## config.mk

```make
export PLATFORM = sky130hd
export DESIGN_NAME = uart_rx_framer
export DESIGN_NICKNAME = d
export VERILOG_FILES = /design/src/rtl/uart_rx_framer.sv
export SDC_FILE = /design/constraint.sdc
export NUM_CORES = 1
export LEC_CHECK = 0
export ABC_AREA = 1
export BUFFER_PORTS_ARGS = -buffer_cell sky130_fd_sc_hd__buf_4
export CAP_MARGIN = 20
export CORE_UTILIZATION = 55
export CTS_CLUSTER_DIAMETER = 120
export DETAILED_ROUTE_END_ITERATION = 7
export HOLD_SLACK_MARGIN = 0.03
export PLACE_DENSITY = 0.82
export SYNTH_ARGS = -nofsm -noshare
export SYNTH_HDL_FRONTEND = slang
export SYNTH_SLANG_ARGS = --single-unit
```

## constraint.sdc

```tcl
create_clock -name clk_i -period 2.9 [get_ports clk_i]
set_clock_uncertainty 0.05 [all_clocks]
set_input_delay 0.87 -clock clk_i [delete_from_list [all_inputs] [get_ports clk_i]]
set_output_delay 0.87 -clock clk_i [all_outputs]
set_load 0.03 [all_outputs]
```

## src/rtl/uart_rx_framer.sv

```systemverilog
// UART receiver feeding the udm protocol engine: 2-flop synchronised input, runtime bit period,
// optional even/odd parity, start-glitch rejection and framing-error (break) detection.
module uart_rx_framer #(
    parameter int DIV_WIDTH = 16
) (
    input  logic                 clk_i,
    input  logic                 rst_n_i,
    input  logic                 rx_i,
    input  logic [DIV_WIDTH-1:0] bit_period_i,
    input  logic [1:0]           parity_cfg_i,
    output logic                 rx_done_tick_o,
    output logic [7:0]           dout_bo,
    output logic                 parity_err_o,
    output logic                 frame_err_o,
    output logic                 busy_o
);

    typedef enum logic [2:0] {
        IDLE,
        START,
        DATA,
        PARITY,
        STOP,
        BRK
    } state_t;

    state_t               r_state;
    logic [1:0]           r_sync;
    logic [DIV_WIDTH-1:0] r_cnt;
    logic [DIV_WIDTH-1:0] r_period;
    logic [DIV_WIDTH-1:0] r_half;
    logic                 r_par_en;
    logic                 r_par_odd;
    logic                 r_par_err;
    logic [7:0]           r_shift;
    logic [2:0]           r_bit_idx;

    logic                 w_rxs;
    logic [DIV_WIDTH-1:0] w_period;
    logic                 w_cnt_last;
    logic                 w_cnt_mid;

    assign w_rxs      = r_sync[1];
    assign w_period   = (bit_period_i < DIV_WIDTH'(2)) ? DIV_WIDTH'(2) : bit_period_i;
    assign w_cnt_last = (r_cnt == r_period - DIV_WIDTH'(1));
    assign w_cnt_mid  = (r_cnt == r_half - DIV_WIDTH'(1));

    always_ff @(posedge clk_i or negedge rst_n_i) begin
        if (!rst_n_i) begin
            r_sync <= 2'b11;
        end else begin
            r_sync <= {r_sync[0], rx_i};
        end
    end

    // The cycle that sees rxs low in IDLE is t0; START then counts to floor(P/2) so every
    // later sample lands P cycles apart at the nominal bit centres.
    always_ff @(posedge clk_i or negedge rst_n_i) begin
        if (!rst_n_i) begin
            r_state        <= IDLE;
            r_cnt          <= '0;
            r_period       <= DIV_WIDTH'(2);
            r_half         <= DIV_WIDTH'(1);
            r_par_en       <= 1'b0;
            r_par_odd      <= 1'b0;
            r_par_err      <= 1'b0;
            r_shift        <= 8'h00;
            r_bit_idx      <= 3'd0;
            rx_done_tick_o <= 1'b0;
            dout_bo        <= 8'h00;
            parity_err_o   <= 1'b0;
            frame_err_o    <= 1'b0;
            busy_o         <= 1'b0;
        end else begin
            rx_done_tick_o <= 1'b0;
            parity_err_o   <= 1'b0;
            frame_err_o    <= 1'b0;
            case (r_state)
                IDLE: begin
                    if (!w_rxs) begin
                        r_period  <= w_period;
                        r_half    <= w_period >> 1;
                        r_par_en  <= ^parity_cfg_i;
                        r_par_odd <= (parity_cfg_i == 2'b01);
                        r_par_err <= 1'b0;
                        r_cnt     <= '0;
                        r_state   <= START;
                        busy_o    <= 1'b1;
                    end
                end
                START: begin
                    if (w_cnt_mid) begin
                        r_cnt <= '0;
                        if (w_rxs) begin
                            r_state <= IDLE;
                            busy_o  <= 1'b0;
                        end else begin
                            r_state   <= DATA;
                            r_bit_idx <= 3'd0;
                        end
                    end else begin
                        r_cnt <= r_cnt + DIV_WIDTH'(1);
                    end
                end
                DATA: begin
                    if (w_cnt_last) begin
                        r_cnt     <= '0;
                        r_shift   <= {w_rxs, r_shift[7:1]};
                        r_bit_idx <= r_bit_idx + 3'd1;
                        if (r_bit_idx == 3'd7) begin
                            r_state <= r_par_en ? PARITY : STOP;
                        end
                    end else begin
                        r_cnt <= r_cnt + DIV_WIDTH'(1);
                    end
                end
                PARITY: begin
                    if (w_cnt_last) begin
                        r_cnt     <= '0;
                        r_par_err <= (^r_shift) ^ w_rxs ^ r_par_odd;
                        r_state   <= STOP;
                    end else begin
                        r_cnt <= r_cnt + DIV_WIDTH'(1);
                    end
                end
                STOP: begin
                    if (w_cnt_last) begin
                        r_cnt <= '0;
                        if (w_rxs) begin
                            rx_done_tick_o <= 1'b1;
                            dout_bo        <= r_shift;
                            parity_err_o   <= r_par_en & r_par_err;
                            r_state        <= IDLE;
                            busy_o         <= 1'b0;
                        end else begin
                            frame_err_o <= 1'b1;
                            r_state     <= BRK;
                        end
                    end else begin
                        r_cnt <= r_cnt + DIV_WIDTH'(1);
                    end
                end
                BRK: begin
                    // A held-low line is reported once; only a return to idle re-arms the receiver.
                    if (w_rxs) begin
                        r_state <= IDLE;
                        busy_o  <= 1'b0;
                    end
                end
                default: begin
                    r_state <= IDLE;
                    busy_o  <= 1'b0;
                end
            endcase
        end
    end

endmodule

```

; ---- Word-level counts from Yosys, hierarchy flattened
; Index checks and enable logic that the tools add are counted.
[word_totals]
input_bits = 21
output_inout_bits = 12
ff_bits = 78
elab_cells = 95
[classes]
reduce_logical = 16
n_eq_ne = 17
muxes = 37
magnitude_cmp = 1
bitwise = 5
n_addsub = 4
[ops]
columns = cell, n
row1 = $mux 16, 4
row2 = $pmux 16 s3, 1
row3 = $mux 3, 12
row4 = $eq 16x16->1, 2
row5 = $pmux 3 s6, 1
row6 = $add 16x1->16 const B, 1
row7 = $lt 16x2->1 const B, 1
row8 = $ne 2x2->1 const B, 8
row9 = $sub 15x1->16 const B, 1
row10 = $sub 16x1->16 const B, 1
row11 = $mux 1, 15
row12 = $eq 3x3->1 const B, 3
row13 = $reduce_and 4->1, 2
row14 = $reduce_xor 8->1, 1
row15 = $reduce_and 7->1, 1
row16 = $eq 3x2->1 const B, 2
row17 = $pmux 3 s2, 1
row18 = $reduce_and 2->1, 3
row19 = $reduce_and 3->1, 2
row20 = $pmux 1 s5, 1
row21 = $reduce_bool 2->1, 2
row22 = $add 3x1->3 const B, 1
row23 = $eq 3x1->1 const B, 1
row24 = $logic_not 3->1, 1
row25 = 10 further kinds, 12

; ---- Longest topological paths before layout
[logic_depth]
word_depth = 5
depth_mapped = 18

; ---- Least setup slack after synthesis
; Ideal clock, no wire load.
[synth_path]
kind = register -> register
start = register r_period[1]
end = register r_cnt[0]
required_time_ps = 2732
arrival_ps = 2060
stages_incl_launch_ff = 15
slack_ps = 672
setup_time_ps = 118
cell_sequence = dfstp_2 > inv_1 > ha_1 > nand2_1 > nor2_4 > nand3_1 > nand2_1 > nor2_1 > nand3_1 > nor2_1 > nand2_2 > nand2_2 > nand3_4 > buf_6 > a21o_1
[synth_via]
elab_chain_len = 4
[synth_lines]
columns = item, line
row1 = from (decl), 30  ; logic [DIV_WIDTH-1:0] r_period;
row2 = from (signal assigned), 81  ; r_period <= w_period;
row3 = $sub 16x1->16, 45  ; assign w_cnt_last = (r_cnt == r_period - DIV_WIDTH'(1));
row4 = $eq 16x16->1, 45
row5 = $mux 16, "106, 118, 127"
row6 = $pmux 16 s3, 78  ; case (r_state)
row7 = to (signal assigned), 102  ; r_cnt <= r_cnt + DIV_WIDTH'(1);
row8 = to (signal assigned), 114  ; r_cnt <= r_cnt + DIV_WIDTH'(1);
row9 = to (signal assigned), 123  ; r_cnt <= r_cnt + DIV_WIDTH'(1);
row10 = to (decl), 29  ; logic [DIV_WIDTH-1:0] r_cnt;
; No other way between the ends.
; A chain may end at the register's enable or synchronous reset.

; ---- Final worst setup path
[layout_path]
start = register r_period[2]
end = register r_bit_idx[1]
[layout_via]
elab_chain_len = 4
[layout_lines]
columns = item, line
row1 = $sub 16x1->16, 45
row2 = $eq 16x16->1, 45
row3 = $ne 2x2->1 (no source line), n/a
row4 = $reduce_and 4->1 (no source line), n/a
row5 = to (signal assigned), 109  ; r_bit_idx <= r_bit_idx + 3'd1;
row6 = to (decl), 36  ; logic [2:0] r_bit_idx;
; No other way between the ends.

==> results.py <==
metrics = {
    "power_and_ir_drop": {
        "p_leak_nw": 2.54,
        "p_total_w": 0.00398,
        "ir_drop_mv": 0.454,
        "power.density_nw_per_um2": 829,
    },
    "clock_tree": {
        "path_clk_slew_ps": 80,
        "clockBufferDepth": 2,
        "cts_resized": 0,
        "hold_buffers": 0,
        "cts.root.buffer_cell": "clkbuf_8",
        "cts.sinks": 63,
        "clk_latency_ps": 340,
        "cts_max_level": 3,
        "postCtsSetupBuffers": 0,
        "cts_buffers": 9,
        "cts_tree": "built",
    },
    "worst_setup_path": {
        "cpPeakStageDelay_ps": 420,
        "critPathKind": "flip-flop to flip-flop",
        "r2r_end": "r_bit_idx[1]$_DFFE_PN0P_",
        "reg2reg_slack_ps": 290,
        "cp-end-kind": "flip-flop",
        "cp_common_cell": "nand2_1",
        "start_kind": "flip-flop",
        "cp_max_fo": 17,
        "cpMaxStageDelayCell": "dfrtp_1",
        "crit_chain": "inv_1 > ha_2 > nand2_1 > nor2_4 > nand2_1 > nand2_1 > nand2_1 > nor2_1 > nand2_1 > nor2_2 > nand2_2 > inv_2 > nand2_4 > nand2_1 > nand2_1 > nand2_1 > nand2_1",
        "r2r-start": "r_period[2]$_DFFE_PN0P_",
        "cp.required_ps": 3080,
        "reg2reg_depth": 17,
        "arrival_ps": 2790,
    },
    "place": {
        "place_ws_ps": 235,
        "place_congestion": 0.971,
        "portBuffers": 32,
        "hpwlAfterDp_mm": 7.52,
    },
    "detailed_routing": {
        "drc": 0,
        "drt-wirelength-per-cell_um": 13.5,
        "dr.pass1.iters": 5,
        "vias_per_cell": 5.32,
        "drtIter0Drc": 184,
        "wl_mm": 10.1,
        "postRouteAntennaNets": 0,
        "vias": 3952,
    },
    "sta": {
        "finalMaxSlewViolations": 0,
        "worst_hold_slack_ps": 312,
        "grt_setup_unrepaired": "false",
        "tns_ps": 0,
        "setup_viol": 0,
        "worst_slack_ps": 294,
        "relSlewSlack": 0.481,
        "worstMarginPinSlew_ps": 778,
        "fin_crit_sh": 0.899,
        "min_period_ps": 2610,
        "hold_viol": 0,
        "max_freq_ghz": 0.384,
    },
    "hold_path": {
        "whs_endpoint": "r_sync[1]$_DFF_PN1_",
        "holdCritStartpoint": "r_sync[0]$_DFF_PN1_",
        "hold_path_depth": 0,
        "holdCritPathClass": "flip-flop to flip-flop",
    },
    "grt": {
        "antenna_found_initial": 0,
        "grt_overflow": 0,
        "grt_start_max_net_pins": 64,
        "grt_pass1_vias": 3891,
        "grt_pass1_wl_mm": 17.4,
        "grt_usage": 0.265,
    },
    "synth": {
        "ys_seq_elements": 63,
        "syn_avg_cell_area_um2": 7.05,
        "ys_warn_count": 0,
        "yosysSeqAreaShare": 0.369,
        "syn_nets": 634,
        "synth_top_cells_by_area": "dfrtp_1 35%, nand2_1 16%, inv_1 6.8%, nor2_1 6.0%, xor2_1 4.1%",
        "synth_largest_area_cell": "dfrtp_1",
        "synth_top_area_frac": 0.351,
        "synth_cell_types": 35,
        "synth_cells": 607,
        "synth_area_um2": 4280,
    },
    "floorplanning": {
        "die_x_um": 90.2,
        "pin_count": 33,
        "die-area_um2": 8140,
        "num_rows": 31,
        "core_um2": 7370,
        "die_h_um": 90.2,
        "initial_core_util": 0.581,
    },
    "layout": {
        "final_nets": 666,
        "antenna_cells": 0,
        "nFillCells": 671,
        "drive_gt1_frac": 0.138,
        "syn2layout_area_growth_pct": 12.1,
    },
    "status": {
        "status": "finished clean",
    },
    "flow_run": {
        "cap_violations": 0,
    },
}
-- sequential cells by signal, summed over array words and instances, names as in the netlist, 2 cells and up --
signal,flops
r_cnt,16
r_period,16
dout_bo,8
r_shift,8
r_bit_idx,3
r_state,3
r_sync,2
-- final cells by class --
| cell class | instances | area, um^2 | share of cell area |
|---|---|---|---|
| Clock inverter | 6 | 68.8 | 0.0143 |
| Timing Repair Buffer | 34 | 255 | 0.0532 |
| Clock buffer | 10 | 138 | 0.0287 |
| Inverter | 84 | 315 | 0.0657 |
| Multi-Input combinational cell | 447 | 2320 | 0.483 |
| Sequential cell | 63 | 1580 | 0.329 |
| Tap cell | 99 | 124 | 0.0258 |
-- report_power, final --
part           total (W)  switching [W]  internal (W)
Sequential       0.00132       0.000263       0.00106
Combinational    0.00186        0.00121      0.000644
Clock           0.000802       0.000377      0.000425
Total            0.00398        0.00185       0.00212
-- kinds of logic after synthesis --
group,Yosys count,synth area share
xor+xnor,38,0.0778
simple gates,338,0.354
flops,63,0.369
compound gates,65,0.0915
fa+ha+maj,6,0.0175
buf+inv,97,0.0897
-- layer usage --
layer,share of wire,vias up,track usage
met1,0.44,1863,0.336
met3,0.043,26,0.0423
met4,0.021,0,0.0860
met2,0.50,104,0.460
li1,-,1959,-
met5,0,-,0
-- cells in the mapped netlist --
| cell | instances |
|---|---|
| nand2_4 | 2 |
| xor2_1 | 20 |
| buf_6 | 2 |
| a21o_1 | 16 |
| nor3_1 | 5 |
| a21boi_1 | 1 |
| o211ai_1 | 1 |
| nor4_1 | 3 |
| nand3b_1 | 9 |
| nand2_2 | 8 |
| clkinv_1 | 1 |
| clkbuf_1 | 7 |
| dfstp_2 | 3 |
| o21ai_1 | 20 |
| o32ai_1 | 1 |
| a21oi_2 | 1 |
| inv_2 | 5 |
| ha_1 | 6 |
| nand3_4 | 2 |
| nand2_1 | 184 |
| dfrtp_1 | 60 |
| o22ai_1 | 1 |
| nand4_1 | 9 |
| inv_1 | 78 |
| nor2_1 | 68 |
| nand3_1 | 32 |
| o31ai_1 | 1 |
| o21bai_1 | 3 |
| nor2_2 | 9 |
| nor2_4 | 7 |
| a22oi_1 | 1 |
| a21oi_1 | 4 |
| xnor2_1 | 18 |
| buf_2 | 4 |
| o21ai_0 | 15 |
-- worst max path at each step --
stage | from | end | slack, ps | cells past startpoint
2_1_floorplan | r_period[1]$_DFFE_PN1P_ | r_cnt[0]$_DFFE_PN0P_ | 670 | 14
3_3_place_gp | r_period[1]$_DFFE_PN1P_ | r_bit_idx[1]$_DFFE_PN0P_ | 330 | 17
3_5_place_dp | r_period[1]$_DFFE_PN1P_ | r_bit_idx[2]$_DFFE_PN0P_ | 240 | 17
4_1_cts | r_period[1]$_DFFE_PN1P_ | r_bit_idx[2]$_DFFE_PN0P_ | 230 | 17
5_1_grt | r_period[2]$_DFFE_PN0P_ | r_bit_idx[0]$_DFFE_PN0P_ | 40 | 17
6_report | r_period[2]$_DFFE_PN0P_ | r_bit_idx[1]$_DFFE_PN0P_ | 290 | 17
-- cells in the final DEF (no fill, tap or decap), types with 2 or more instances in the layout --
cell type / instances
nor2_4: 7
xor2_1: 20
o21ai_1: 20
nand4_1: 9
dfrtp_1: 60
o21bai_1: 3
nor4_1: 3
nand3b_1: 9
clkbuf_8: 10
nor3_1: 5
nand2_2: 8
nand3_4: 2
a21o_1: 16
nor2_2: 9
nor2_1: 68
xnor2_1: 18
nand2_1: 184
inv_2: 6
dfstp_2: 3
ha_1: 5
inv_1: 77
o21ai_0: 15
buf_4: 34
a21oi_1: 4
nand2_4: 2
nand3_1: 32
clkinv_4: 2
-- metrics by stage --
stage / instance area, um^2 / util / std cells
floorplan: 4280 / - / 607
global placement: 4580 / 0.622 / 726
detailed placement: 4590 / 0.623 / 727
CTS: 4800 / 0.651 / 743
global route: 4800 / 0.651 / 743
finish: 4800 / 0.651 / 743
-- worst max-delay path: cells and delay by family (launching register included) --
kind	cells	cell delay, ps
buf+inv	2	240
fa+ha+maj	1	240
flops	1	420
simple gates	14	1550
No activity file was read; power rests on OpenSTA's default activity.
